[src/rtl/ddr4_phy_pkg.sv]
// ddr4_phy_pkg: shared DDR4 PHY constants, ODT FSM states and the ODT command-mask helper.
package ddr4_phy_pkg;
  localparam int GEAR_RATIO = 4;
  localparam int MASK_W = 64;
  typedef enum logic [1:0] {INIT, PARK, ACTIVE} odt_state_t;
  // Bit 0 of the mask is the first DRAM clock of the next fabric cycle; lat must already be >= GEAR_RATIO.
  function automatic logic [MASK_W-1:0] odt_mask(input logic [1:0] slot, input logic [5:0] lat, input logic [7:0] len);
    logic [MASK_W-1:0] ones;
    ones = (MASK_W'(1) << len) - MASK_W'(1);
    return ones << (7'(slot) + 7'(lat) - 7'(GEAR_RATIO));
  endfunction
endpackage

[src/rtl/ddr4_odt_window.sv]
// ddr4_odt_window: ODT window shift register with OR-merge of new command masks.
// ODT_OVERLAP_ERR_EN adds a sticky flag for commands whose mask collides with the pending window.
module ddr4_odt_window
  import ddr4_phy_pkg::*;
#(
  parameter int MAX_LAT = 32,
  parameter int LEN_W = 4
) (
  input  logic             clk,
  input  logic             rst,
  input  logic             cmd,
  input  logic [1:0]       slot,
  input  logic [5:0]       lat,
  input  logic [LEN_W-1:0] len,
  output logic [3:0]       tx,
  output logic             busy,
  output logic             idle_nxt,
  output logic             take
`ifdef ODT_OVERLAP_ERR_EN
  ,input logic             err_clr,
  output logic             err
`endif
);
  localparam int WW = MAX_LAT + 2**LEN_W + 4;
  logic [WW-1:0] w, w_nxt, mask;
  logic [5:0] lat_c;
  logic [3:0] tx_nxt;
  always_comb begin
    lat_c = lat < 6'd4 ? 6'd4 : lat > 6'(MAX_LAT) ? 6'(MAX_LAT) : lat;
    take = cmd & |len;
    mask = take ? WW'(odt_mask(slot, lat_c, 8'(len))) : '0;
    tx_nxt = w[3:0] | mask[3:0];
    w_nxt = (w >> 4) | (mask >> 4);
    idle_nxt = ~|w_nxt & ~|tx_nxt;
  end
  assign busy = |w | |tx;
  always_ff @(posedge clk or posedge rst) begin
    if (rst) begin
      w <= '0;
      tx <= '0;
    end else begin
      w <= w_nxt;
      tx <= tx_nxt;
    end
  end
`ifdef ODT_OVERLAP_ERR_EN
  always_ff @(posedge clk or posedge rst) begin
    if (rst) err <= 1'b0;
    else if (|(mask & w)) err <= 1'b1;
    else if (err_clr) err <= 1'b0;
  end
`endif
endmodule

[src/rtl/ddr4_odt_gen.sv]
// ddr4_odt_gen: 4:1-geared ODT waveform generator for the DDR4 ODT0 IOD lane.
// ODT_OVERLAP_ERR_EN adds ERR_CLR / ERR_OVERLAP for overlapping ODT windows.
module ddr4_odt_gen
  import ddr4_phy_pkg::*;
#(
  parameter int MAX_LAT = 32,
  parameter int LEN_W = 4,
  parameter int INIT_CYCLES = 16
) (
  input  logic             FAB_CLK,
  input  logic             ARST,
  input  logic             WR_CMD_VALID,
  input  logic [1:0]       WR_CMD_SLOT,
  input  logic [5:0]       CFG_ODT_LAT,
  input  logic [LEN_W-1:0] CFG_ODT_LEN,
  output logic [3:0]       TX_DATA_0,
  output logic [3:0]       OE_DATA_0,
  output logic             ODT_EN_0,
  output logic             BUSY
`ifdef ODT_OVERLAP_ERR_EN
  ,input logic             ERR_CLR,
  output logic             ERR_OVERLAP
`endif
);
  localparam int CW = INIT_CYCLES > 1 ? $clog2(INIT_CYCLES) : 1;
  odt_state_t state, state_nxt;
  logic [CW-1:0] cnt;
  logic [3:0] tx;
  logic idle_nxt, take;
  ddr4_odt_window #(.MAX_LAT(MAX_LAT), .LEN_W(LEN_W)) u_window (
    .clk(FAB_CLK),
    .rst(ARST),
    .cmd(WR_CMD_VALID & (state != INIT)),
    .slot(WR_CMD_SLOT),
    .lat(CFG_ODT_LAT),
    .len(CFG_ODT_LEN),
    .tx(tx),
    .busy(BUSY),
    .idle_nxt(idle_nxt),
    .take(take)
`ifdef ODT_OVERLAP_ERR_EN
    ,.err_clr(ERR_CLR),
    .err(ERR_OVERLAP)
`endif
  );
  always_ff @(posedge FAB_CLK or posedge ARST) begin
    if (ARST) begin
      state <= INIT;
      cnt <= '0;
    end else begin
      state <= state_nxt;
      cnt <= state == INIT ? cnt + CW'(1) : '0;
    end
  end
  always_comb begin
    state_nxt = state;
    if (state == INIT) state_nxt = cnt == CW'(INIT_CYCLES - 1) ? PARK : INIT;
    else if (take) state_nxt = ACTIVE;
    else if (state == ACTIVE && idle_nxt) state_nxt = PARK;
  end
  assign TX_DATA_0 = state == ACTIVE ? tx : 4'b0000;
  assign OE_DATA_0 = state == INIT ? 4'b0000 : 4'b1111;
  assign ODT_EN_0 = 1'b0;
endmodule
[config.mk]
export PLATFORM = sky130hd
export DESIGN_NAME = ddr4_odt_gen
export DESIGN_NICKNAME = d
export VERILOG_FILES = /design/src/rtl/ddr4_phy_pkg.sv /design/src/rtl/ddr4_odt_window.sv /design/src/rtl/ddr4_odt_gen.sv
export SDC_FILE = /design/constraint.sdc
export NUM_CORES = 1
export LEC_CHECK = 0
export ABC_CLOCK_PERIOD_IN_PS = 2900
export CAP_MARGIN = 20
export CORE_ASPECT_RATIO = 1.75
export CORE_MARGIN = 1
export CORE_UTILIZATION = 35
export DETAILED_ROUTE_END_ITERATION = 8
export GPL_TIMING_DRIVEN = 0
export MAX_ROUTING_LAYER = met4
export PLACE_DENSITY_LB_ADDON = 0.05
export SETUP_SLACK_MARGIN = 0.02
export SLEW_MARGIN = 10
export SYNTH_ARGS = -nofsm -noshare
export SYNTH_HDL_FRONTEND = slang
export SYNTH_SLANG_ARGS = --single-unit
[constraint.sdc]
create_clock -name FAB_CLK -period 2.9 [get_ports FAB_CLK]
set_clock_uncertainty 0.2 [all_clocks]
set_input_delay 0.58 -clock FAB_CLK [delete_from_list [all_inputs] [get_ports FAB_CLK]]
set_output_delay 0.58 -clock FAB_CLK [all_outputs]
set_load 0.02 [all_outputs]
# ---- After elaboration in Yosys (flattened, before gate mapping)
# Cells that the tools add are included.
dict set report word_totals {
  reg_bits 58
  inputBits 15
  output_inout_bits 10
  word_cells 41
}
dict set report classes {
  n_addsub 4
  order_cmp 2
  n_eq_ne 2
  shifts 2
  n_mux 10
  bitwise 6
  n_reduce_logical 11
}
# cell n
set op_table {}
lappend op_table {{OR reduction 52 bit} 2}
lappend op_table {{<< shifter 1 x 4 -> 64 bit, first input constant} 1}
lappend op_table {{<< shifter 64 x 7 -> 52 bit} 1}
lappend op_table {{subtractor 64 x 2 -> 64 bit, second input constant} 1}
lappend op_table {{2-to-1 mux 52 bit} 1}
lappend op_table {{bitwise OR 44 x 48 -> 48 bit} 1}
lappend op_table {{2-to-1 mux 4 bit} 3}
lappend op_table {{2-to-1 mux 6 bit} 2}
lappend op_table {{OR reduction 4 bit} 3}
lappend op_table {{adder 2 x 6 -> 7 bit} 1}
lappend op_table {{subtractor 7 x 3 -> 7 bit, second input constant} 1}
lappend op_table {{greater-than comparator 6 bit, second input constant} 1}
lappend op_table {{< comparator 6 x 3 -> 1 bit, second input constant} 1}
lappend op_table {{2-to-1 mux 2 bit} 3}
lappend op_table {{adder 4 x 1 -> 4 bit, second input constant} 1}
lappend op_table {{== test 4 bit, second input constant} 1}
lappend op_table {{bitwise OR 4 bit} 1}
lappend op_table {{AND 1 bit} 3}
lappend op_table {{nonzero test 3 bit} 1}
lappend op_table {{== test 2 bit, second input constant} 1}
lappend op_table {{logical NOT 1 bit} 2}
lappend op_table {{logical NOT 2 bit} 1}
lappend op_table {{nonzero test 2 bit} 1}
lappend op_table {{logical AND 1 bit} 1}
lappend op_table {{2 further kinds} 2}

# ---- Longest topological paths before layout
dict set report depth {
  ltp_word 15
  ltp_mapped 21
  mapped_depth_nobuf 16
}

# ---- Cells and area by module
# From an unflattened synthesis, not the netlist that was laid out.
dict set report hier_totals {
  cells_unflattened 559
  area_unflattened_um2 4655.7
}
# module n_inst cells_each area_each_um2 seq_area_each_um2
set modules_own_cells {}
lappend modules_own_cells {ddr4_odt_window 1 523 4314.1 1301.2}
lappend modules_own_cells {ddr4_odt_gen 1 36 341.6 150.1}

# ---- Least setup slack after synthesis
# Ideal clock, no wire load.
dict set report synth_path {
  path_kind {input port to flip-flop}
  from {input port CFG_ODT_LAT[5]}
  to {register state[1]}
  setup_ns 0.118
  t_arrival_ns 4.317
  path_slack_ns -1.735
  stages 19
  path_buffers 4
  cell_sequence {buf_6 -> buf_2 -> nor2_1 -> and2_1 -> ha_1 -> inv_1 -> fa_1 -> clkbuf_1 -> nand2_1 -> o221a_4 -> buf_6 -> nor2_1 -> a211oi_2 -> o22ai_1 -> a2111o_1 -> nor4b_2 -> nand4_1 -> or4_1 -> a21o_1}
}
dict set report synth_via {
  elab_chain_len 13
  elab_cells_between_ends 17
  classes_between {add/sub: 2; order compare: 2; shift: 1; mux: 3; bitwise: 3; reduce/logical: 6}
}
# item line_no
set synth_lines {}
lappend synth_lines {{from (decl)} ddr4_odt_gen.sv:14} ;# input logic [5:0] CFG_ODT_LAT,
lappend synth_lines {{greater-than comparator 6 bit} ddr4_odt_window.sv:29} ;# lat_c = lat < 6'd4 ? 6'd4 : lat > 6'(MAX_LAT) ? 6'(MAX_LAT) : lat;
lappend synth_lines {{2-to-1 mux 6 bit} ddr4_odt_window.sv:29}
lappend synth_lines {{2-to-1 mux 6 bit *} ddr4_odt_window.sv:29}
lappend synth_lines {{adder 2 x 6 -> 7 bit *} ddr4_phy_pkg.sv:10} ;# return ones << (7'(slot) + 7'(lat) - 7'(GEAR_RATIO));
lappend synth_lines {{subtractor 7 x 3 -> 7 bit *} ddr4_phy_pkg.sv:10}
lappend synth_lines {{<< shifter 64 x 7 -> 52 bit *} ddr4_phy_pkg.sv:10}
lappend synth_lines {{2-to-1 mux 52 bit *} ddr4_odt_window.sv:31} ;# mask = take ? WW'(odt_mask(slot, lat_c, 8'(len))) : '0;
lappend synth_lines {{bitwise OR 44 x 48 -> 48 bit *} ddr4_odt_window.sv:33} ;# w_nxt = (w >> 4) | (mask >> 4);
lappend synth_lines {{named net u_window.w_nxt[29]} ddr4_odt_window.sv:25} ;# logic [WW-1:0] w, w_nxt, mask;
lappend synth_lines {{OR reduction 52 bit *} ddr4_odt_window.sv:34} ;# idle_nxt = ~|w_nxt & ~|tx_nxt;
lappend synth_lines {{logical NOT 1 bit *} ddr4_odt_window.sv:34}
lappend synth_lines {{AND 1 bit *} ddr4_odt_window.sv:34}
lappend synth_lines {{logical AND 1 bit *} ddr4_odt_gen.sv:59} ;# else if (state == ACTIVE && idle_nxt) state_nxt = PARK;
lappend synth_lines {{nonzero test 3 bit (no line) *} --}
lappend synth_lines {{to (signal assigned)} ddr4_odt_gen.sv:51} ;# state <= state_nxt;
lappend synth_lines {{to (decl)} ddr4_odt_gen.sv:26} ;# odt_state_t state, state_nxt;
# Mark *: on every way through the listed nets, which the timed path passes. The rest lies on a longest branch.
# A chain may end at the register's enable or synchronous reset.

# ---- Worst setup path after layout
# Same ends and word-level chain as after synthesis.

==> metrics.yaml <==
status: "complete, but fails checks"
violations: "negative setup slack"
gp_congestion: 1.05
powerDensity_mw_per_mm2: 543
hp-start: "u_window.w[18]$_DFF_PP0_"
clk_latency_ps: 330
cts_hold_buffers: 0
worstMarginPinSlew_ps: 682
die_area_sq_mm: 0.0148
synth_top_cell_by_area: "dfrtp_1"
leakage_uw: 0.00321
crit_required_ps: 2930
grt_start_max_net_pins: 37
dpl_cell_area_sq_mm: 0.00576
ys_warn_count: 0
numCtsBuffers: 9
endpoint_kind: "register"
drv_cap: 0
synth_top_cell_area_share_pct: 29.0
max_slew_margin_pct: 54.4
final_area_sq_mm: 0.00804
dr.pass1.iters: 5
fin_crit_sh_pct: 153
report.final.slew_viol_count: 0
crit_path_start: "CFG_ODT_LAT[5]"
drtAntennaViolNets: 0
die_x_um: 92.3
row_count: 57
cts_tree: "done"
worstHoldPathCells: 1
hold_violations: 0
arrival_ps: 4470
reg2reg_from: "state[1]$_DFFE_PP0P_"
clock-sinks: 58
drc_errors: 0
drive_gt1_share_pct: 45.6
synth_most_common_cell: "dfrtp_1"
placeableCoreArea_sq_mm: 0.0139
layout_min_cycle_time_ps: 4440
drt-total-wl_um: 24900
clock_tree.root_cell: "clkbuf_16"
utilization_pct: 57.8
synth.distinct_cells: 91
yosys-top-cells-count: "58 x dfrtp_1, 57 x nor2_1, 45 x nand2_1, 39 x a21oi_1, 35 x o21ai_0"
pin_count: 25
dp_hpwl_um: 18200
gr-total-overflow: 0
tns_ps: -22000
path_class: "in2reg"
fmax_mhz: 225
grt_pass1_wl_um: 37100
dr.max_layer_used: "met4"
wl_per_cell_um: 27.0
hold_class: "reg2reg"
grt_usage_pct: 35.3
drt-met1-wl_um: 8450
port_buffers: 20
max-vdd-ir-drop_uv: 332
synth.area.top_cells: "dfrtp_1 29%, nor2_1 4.3%, a21oi_1 3.9%"
vias_per_cell: 6.41
clk_path_buf_depth: 2
htree_levels: 3
ys_seq_area_share_pct: 29.0
synthesis.nets: 632
synthesis.area_sq_mm: 0.00500
antenna_found_initial: 0
vias: 5922
grt_pass1_vias: 6081
drt_iter0_markers: 388
fin_ws_ps: -1540
synth.ff_latch_count: 58
synthToLayoutAreaGrowth_pct: 60.9
synth_edf_count: 0
nets: 763
setup_viol: 52
route.met3.wl_um: 1120
rsz0062_at_grt: "true"
netlist_instances: 611
async_flop_share_pct: 100
fill_cells: 1252
dieHeight_um: 160
cp-start-kind: "input pin"
start_util_pct: 35.9
rr_worst_depth: 13
crit_fanout: 7
route.met2.wl_um: 12800
synthFlopType: "dfrtp_1"
p_total_uw: 4370
antennaDiodeCount: 0
path_clk_slew_ps: 60
synth.avg_cell_area_sq_um: 8.18
==> timing repair <==
action,CTS,global route
endpoints found under the setup margin,55,58
gates cloned,2,0
setup buffers,75,26
endpoints found under the hold margin,0,0
pin swaps,58,28
gates resized for setup,224,70
==> cells in the final DEF (no fill, tap or decap), drive strengths merged, types with 12 or more instances in the layout <==
master / instances
a21o: 15
a21oi: 40
buf: 144
clkbuf: 23
dfrtp: 58
inv: 14
mux2i: 14
nand2: 45
nand3: 17
nand4: 12
nor2: 57
nor3: 19
nor4: 29
o21ai: 40
==> cells by family after synthesis <==
| family | Yosys count | share of synthesized area (%) |
|---|---|---|
| simple gates | 244 | 26.3 |
| compound gates | 213 | 30.9 |
| buf+inv | 65 | 6.93 |
| flops | 58 | 29.0 |
| mux | 19 | 4.23 |
| fa+ha+maj | 7 | 1.85 |
| xor+xnor | 4 | 0.701 |
| other cells | 1 | 0.0750 |
==> final timing paths <==
check | to | slack, ps
worst max-delay path | state[1]$_DFFE_PP0P_ | -1540
worst min-delay path | u_window.w[14]$_DFF_PP0_ | 260
worst max register to register | state[1]$_DFFE_PP0P_ | -420
worst min register to register | u_window.w[14]$_DFF_PP0_ | 260
max in group asynchronous | u_window.tx[1]$_DFF_PP0_ | 1530
min in group asynchronous | cnt[0]$_DFF_PP0_ | 400
==> stage by stage <==
step	instances	hold WS [ps]	setup WS (ps)
detailed placement	809	259	-2990
CTS	901	266	-1430
finish	924	264	-1540
floorplan	611	229	-1510
global placement	808	241	-2980
global route	924	285	-1670
==> state kept, by name, summed over array words and instances, names as in the netlist <==
signal and cells:
u_window.w 48, cnt 4, u_window.tx 4, state 2
==> area by class of cell <==
cell class	count	area, sq um	area share (%)
repair buffers	121	1100	13.6
clock inverters	5	77.6	0.964
clock buffers	11	243	3.02
plain buffers	50	629	7.82
multi-input cells	488	4270	53.1
well taps	177	221	2.75
inverters	14	52.6	0.653
flip-flops and latches	58	1450	18.0
==> worst max-delay path: stages <==
cell	delay (ps)
buf_12	100
buf_8	110
nor2_4	100
and2_4	150
ha_4	120
inv_2	30
fa_2	640
inv_2	80
clkbuf_16	170
buf_4	150
nor4_1	470
o31a_1	250
o31ai_2	110
a211o_1	310
nor4b_2	270
nand4_1	150
or4_4	470
a21o_1	200
==> metal layers <==
layer / track usage, % / vias up
li1: - / 2602
met1: 34.7 / 2859
met5: - / -
met3: 4.90 / 157
met2: 59.6 / 304
met4: 31.1 / 0
==> report_power, final <==
group	switching (uW)	internal [uW]	total, uW
Clock	384	772	1160
Sequential	174	997	1170
Combinational	1090	944	2040
Total	1650	2710	4370
Power figures use the tool's default switching activity.
==> patch 1: new RTL, same settings <==
Build with the macro `ODT_OVERLAP_ERR_EN` defined.
--- a/src/rtl/ddr4_odt_window.sv
+++ b/src/rtl/ddr4_odt_window.sv
@@ -1,5 +1,7 @@
 // ddr4_odt_window: ODT window shift register with OR-merge of new command masks.
 // ODT_OVERLAP_ERR_EN adds a sticky flag for commands whose mask collides with the pending window.
+`define ODT_OVERLAP_ERR_EN
+
 module ddr4_odt_window
   import ddr4_phy_pkg::*;
 #(
Interface: changed (added ERR_CLR and ERR_OVERLAP); port bits go from 25 to 27. The function was not compared with the original's and may differ.
==> patch 1 against the original RTL <==
  * Power grew 17%
  * The run still ends with negative setup slack left
  * Critical path depth rose by 2
  * Final area is 27% higher
  * Routed wire length grew 37%
  * Critical path type unchanged
  * Worst setup slack lost 230 ps
  * Hold slack lost 0.57 ps
  * Clock power fell by 8%
  * Largest cell class unchanged
  * Synthesized area increased by 11%
  * Sequential share of layout area shrank 3.5 points
  * Sequential cell count increased by 1
==> patch 1: results (changes against the original RTL) <==
| Metric | Value |
|---|---|
| # setup viols final | `55 (+5.8%)` |
| Largest net degree at the start of global routing | `40 (+8.1%)` |
| # port buffers | `21 (+5.0%)` |
| Largest vdd supply drop | `0.3194 mV (-3.9%)` |
| WL met2 | `16450 µm (+29%)` |
| DR vias/cell | `6.845 (+6.8%)` |
| Starting DRT DRC Count | `532 (+37%)` |
| Failing checks | `negative setup slack` |
| Post-synthesis compound-gate area fraction | `33.92% (+3.0 points)` |
| Worst-path maximum fanout | `6 (-1)` |
| Worst slack at placement | `-3180 ps (-189.2 ps)` |
| Leak Pwr | `3.946 nW (+23%)` |
| WL per Instance | `31.55 µm (+17%)` |
| PnR worst setup slack | `-1772 ps (-227.8 ps)` |
| GPL Wtd Cong | `1.104 (+5.5%)` |
| Routing usage on met1 | `36.48% (+1.8 points)` |
| Post-synth cell types | `100 (+9.9%)` |
| M3 GR Usage | `6.358% (+1.5 points)` |
| Inst Count DP | `900 (+11%)` |
| Status | `finished, violations left` |
| Cell count of the worst reg-to-reg path | `10 (-3)` |
| Number of global-route vias before repair | `7446 (+22%)` |
| DP Wirelength | `23250 µm (+28%)` |
| Sw Pwr | `0.002088 W (+26%)` |
| Synth Area in Adders | `1.482% (-0.37 points)` |
| Synth area leaders | `dfrtp_1, nand2_1, o21ai_0, nor2_1, a21oi_1` |
| Share of layout cells above drive strength 1 | `55.88% (+10 points)` |
| First-pass GRT wire length | `47030 µm (+27%)` |
| Total Wirelength | `34040 µm (+37%)` |
==> patch 1: power groups by stage <==
stage / sequential [W] / combinational (W) / clock (W)
floorplan: 0.00110 / 0.00100 / 0
global placement: 0.00117 / 0.00153 / 0
CTS: 0.00118 / 0.00229 / 0.00107
finish: 0.00119 / 0.00284 / 0.00107
global route: 0.00121 / 0.00291 / 0.00111
detailed placement: 0.00116 / 0.00154 / 0
==> patch 1: path summary, 6_finish.rpt <==
| kind | from | to | slack (ps) |
|---|---|---|---|
| worst max-delay path | CFG_ODT_LAT[5] | u_window.err$_DFFE_PP0P_ | -1770 |
| worst min-delay path | cnt[0]$_DFF_PP0_ | cnt[0]$_DFF_PP0_ | 260 |
| worst max register to register | state[1]$_DFFE_PP0P_ | u_window.err$_DFFE_PP0P_ | -1100 |
| worst min register to register | cnt[0]$_DFF_PP0_ | cnt[0]$_DFF_PP0_ | 260 |
| max in group asynchronous | ARST | u_window.w[30]$_DFF_PP0_ | 1540 |
| min in group asynchronous | ARST | u_window.tx[1]$_DFF_PP0_ | 390 |
==> patch 1: what timing repair did <==
item,CTS,global route
pin swaps,79,67
buffers inserted,92,73
setup endpoints to repair,60,59
cloned,2,2
gates resized for setup,336,144
==> patch 1: final cells by class <==
| class | count | area (µm²) | area share [%] |
|---|---|---|---|
| multi-input combinational | 558 | 5630 | 55.28 |
| timing repair buffer | 187 | 1859 | 18.26 |
| sequential | 59 | 1476 | 14.50 |
| buffer | 49 | 576.8 | 5.663 |
| clock buffer | 11 | 252.7 | 2.482 |
| tap | 186 | 232.7 | 2.285 |
| inverter | 25 | 106.4 | 1.044 |
| clock inverter | 4 | 50.05 | 0.4914 |
==> patch 2: new RTL, config.mk and constraints unchanged <==
Made on the original files. Put a register stage on the outputs `TX_DATA_0` and `OE_DATA_0`, without a reset. The values now appear one clock later. The other outputs are not delayed to match.
--- a/src/rtl/ddr4_odt_gen.sv
+++ b/src/rtl/ddr4_odt_gen.sv
@@ -58,7 +58,9 @@
     else if (take) state_nxt = ACTIVE;
     else if (state == ACTIVE && idle_nxt) state_nxt = PARK;
   end
-  assign TX_DATA_0 = state == ACTIVE ? tx : 4'b0000;
-  assign OE_DATA_0 = state == INIT ? 4'b0000 : 4'b1111;
+  always_ff @(posedge FAB_CLK) begin
+    TX_DATA_0 <= state == ACTIVE ? tx : 4'b0000;
+    OE_DATA_0 <= state == INIT ? 4'b0000 : 4'b1111;
+  end
   assign ODT_EN_0 = 1'b0;
 endmodule
Formal check against the unedited RTL: no difference found for any inputs over 10 cycles, from zero or initial values and one cycle with ARST high; that may be too few to reach the edited logic, so the function may still have changed.
==> patch 2 against the original RTL <==
  * The flow still finishes with violations (negative setup slack)
  * Sequential cell count grew 5
  * Worst setup slack got worse by 20 ps
  * Routed wire length grew 10%
  * Synthesized area down 1.1%
  * Final area grew 5.6%
  * Hold slack is essentially flat
  * Power grew 5.5%
  * Synthesized cell count is 1.8% higher
  * Critical path type unchanged
  * Highest routed layer unchanged
==> patch 2: results (changes against the original RTL) <==
| Metric | Value |
|---|---|
| # setup viols final | `54 (+3.8%)` |
| Comb pwr share | `50.5% (+3.8 points)` |
| Leak Pwr | `3.435 nW (+7.0%)` |
| WL per Instance | `28.79 µm (+6.7%)` |
| Synth area leaders | `dfrtp_1, nand2_1, nor2_1, a21oi_1, o21ai_0` |
| Hold Path Origin | `cnt[0]$_DFF_PP0_` |
| First-pass GRT wire length | `39230 µm (+5.7%)` |
| PnR worst setup slack | `-1564 ps (-19.63 ps)` |
| First drt pass iteration count | `7 (+2)` |
| Synth cell count leaders | `nand2_1, dfrtp_1, nor2_1` |
| # port buffers | `21 (+5.0%)` |
| Failing checks | `negative setup slack` |
| Sequential share of the synthesized area | `31.38% (+2.3 points)` |
| Status | `finished, violations left` |
| Post-Synthesis Cells | `622 (+1.8%)` |
| Largest vdd supply drop | `0.4559 mV (+37%)` |
| Inst Count DP | `821 (+1.5%)` |
| GR Util All Layers | `37.93% (+2.6 points)` |
| Total Wirelength | `27550 µm (+10%)` |
| Post-synth cell types | `88 (-3.3%)` |
| Critical Path AT | `4460 ps (about the same)` |
| Worst-path maximum fanout | `5 (-2)` |
| DP Wirelength | `19020 µm (+4.4%)` |
| Largest net degree at the start of global routing | `41 (+11%)` |
| DR vias/cell | `6.548 (+2.2%)` |
| Sw Pwr | `0.001866 W (+13%)` |
| Cell Area, Placed | `5689 µm² (-1.3%)` |
| Synth Area in Adders | `1.670% (-0.18 points)` |
| Synth async-reset ratio | `92.06% (-7.9 points)` |
-- patch 2: what timing repair did --
action                     CTS  global route
setup buffers               85            37
setup endpoints to repair   55            54
resized for setup          264           111
cloned                       2             0
pin swaps                   61            55
-- patch 2: critical path, cell delays in order --
cell	delay, ps
buf_12	100
clkbuf_16	130
nor2_4	90
and2_4	150
ha_4	130
inv_2	40
fa_2	410
or2_4	260
buf_6	120
o221ai_4	150
buf_12	160
buf_8	130
mux2i_4	250
o221ai_4	200
a221o_1	430
or4_4	590
nor4_2	160
and4_4	290
o21ai_1	60
-- patch 2: logic make-up (layout without fill, tap and decap cells) --
family | Yosys count | in the layout
fa+ha+maj | 6 | 6
simple gates | 252 | 252
xor+xnor | 5 | 5
mux | 12 | 12
other cells | 1 | 1
flops | 63 | 63
buf+inv | 65 | 223
compound gates | 218 | 218
-- patch 2: final cells by class --
type,count,area [µm²]
fill,1192,5343
multi-input combinational,494,4439
sequential,63,1551
timing repair buffer,143,1356
buffer,45,569.3
clock buffer,9,225.2
tap,177,221.5
inverter,19,73.82
clock inverter,7,56.30
-- patch 2: metal layers --
layer,share of wire (%),GRT usage (%),vias to the layer above,routed length [µm]
met5,0,-,-,0
met4,9.5,28.20,0,2610
met3,6.2,5.826,166,1711
met2,50,64.01,391,13680
met1,35,39.15,3043,9546
li1,-,-,2666,-
-- patch 2: worst paths after layout --
| check | endpoint | slack (ps) |
|---|---|---|
| max in group asynchronous | u_window.w[47]$_DFF_PP0_ | 1590 |
| worst max register to register | state[1]$_DFFE_PP0P_ | -1140 |
| min in group asynchronous | u_window.w[7]$_DFF_PP0_ | 350 |
| worst min register to register | cnt[0]$_DFF_PP0_ | 260 |
| worst min-delay path | cnt[0]$_DFF_PP0_ | 260 |
| worst max-delay path | state[1]$_DFFE_PP0P_ | -1560 |
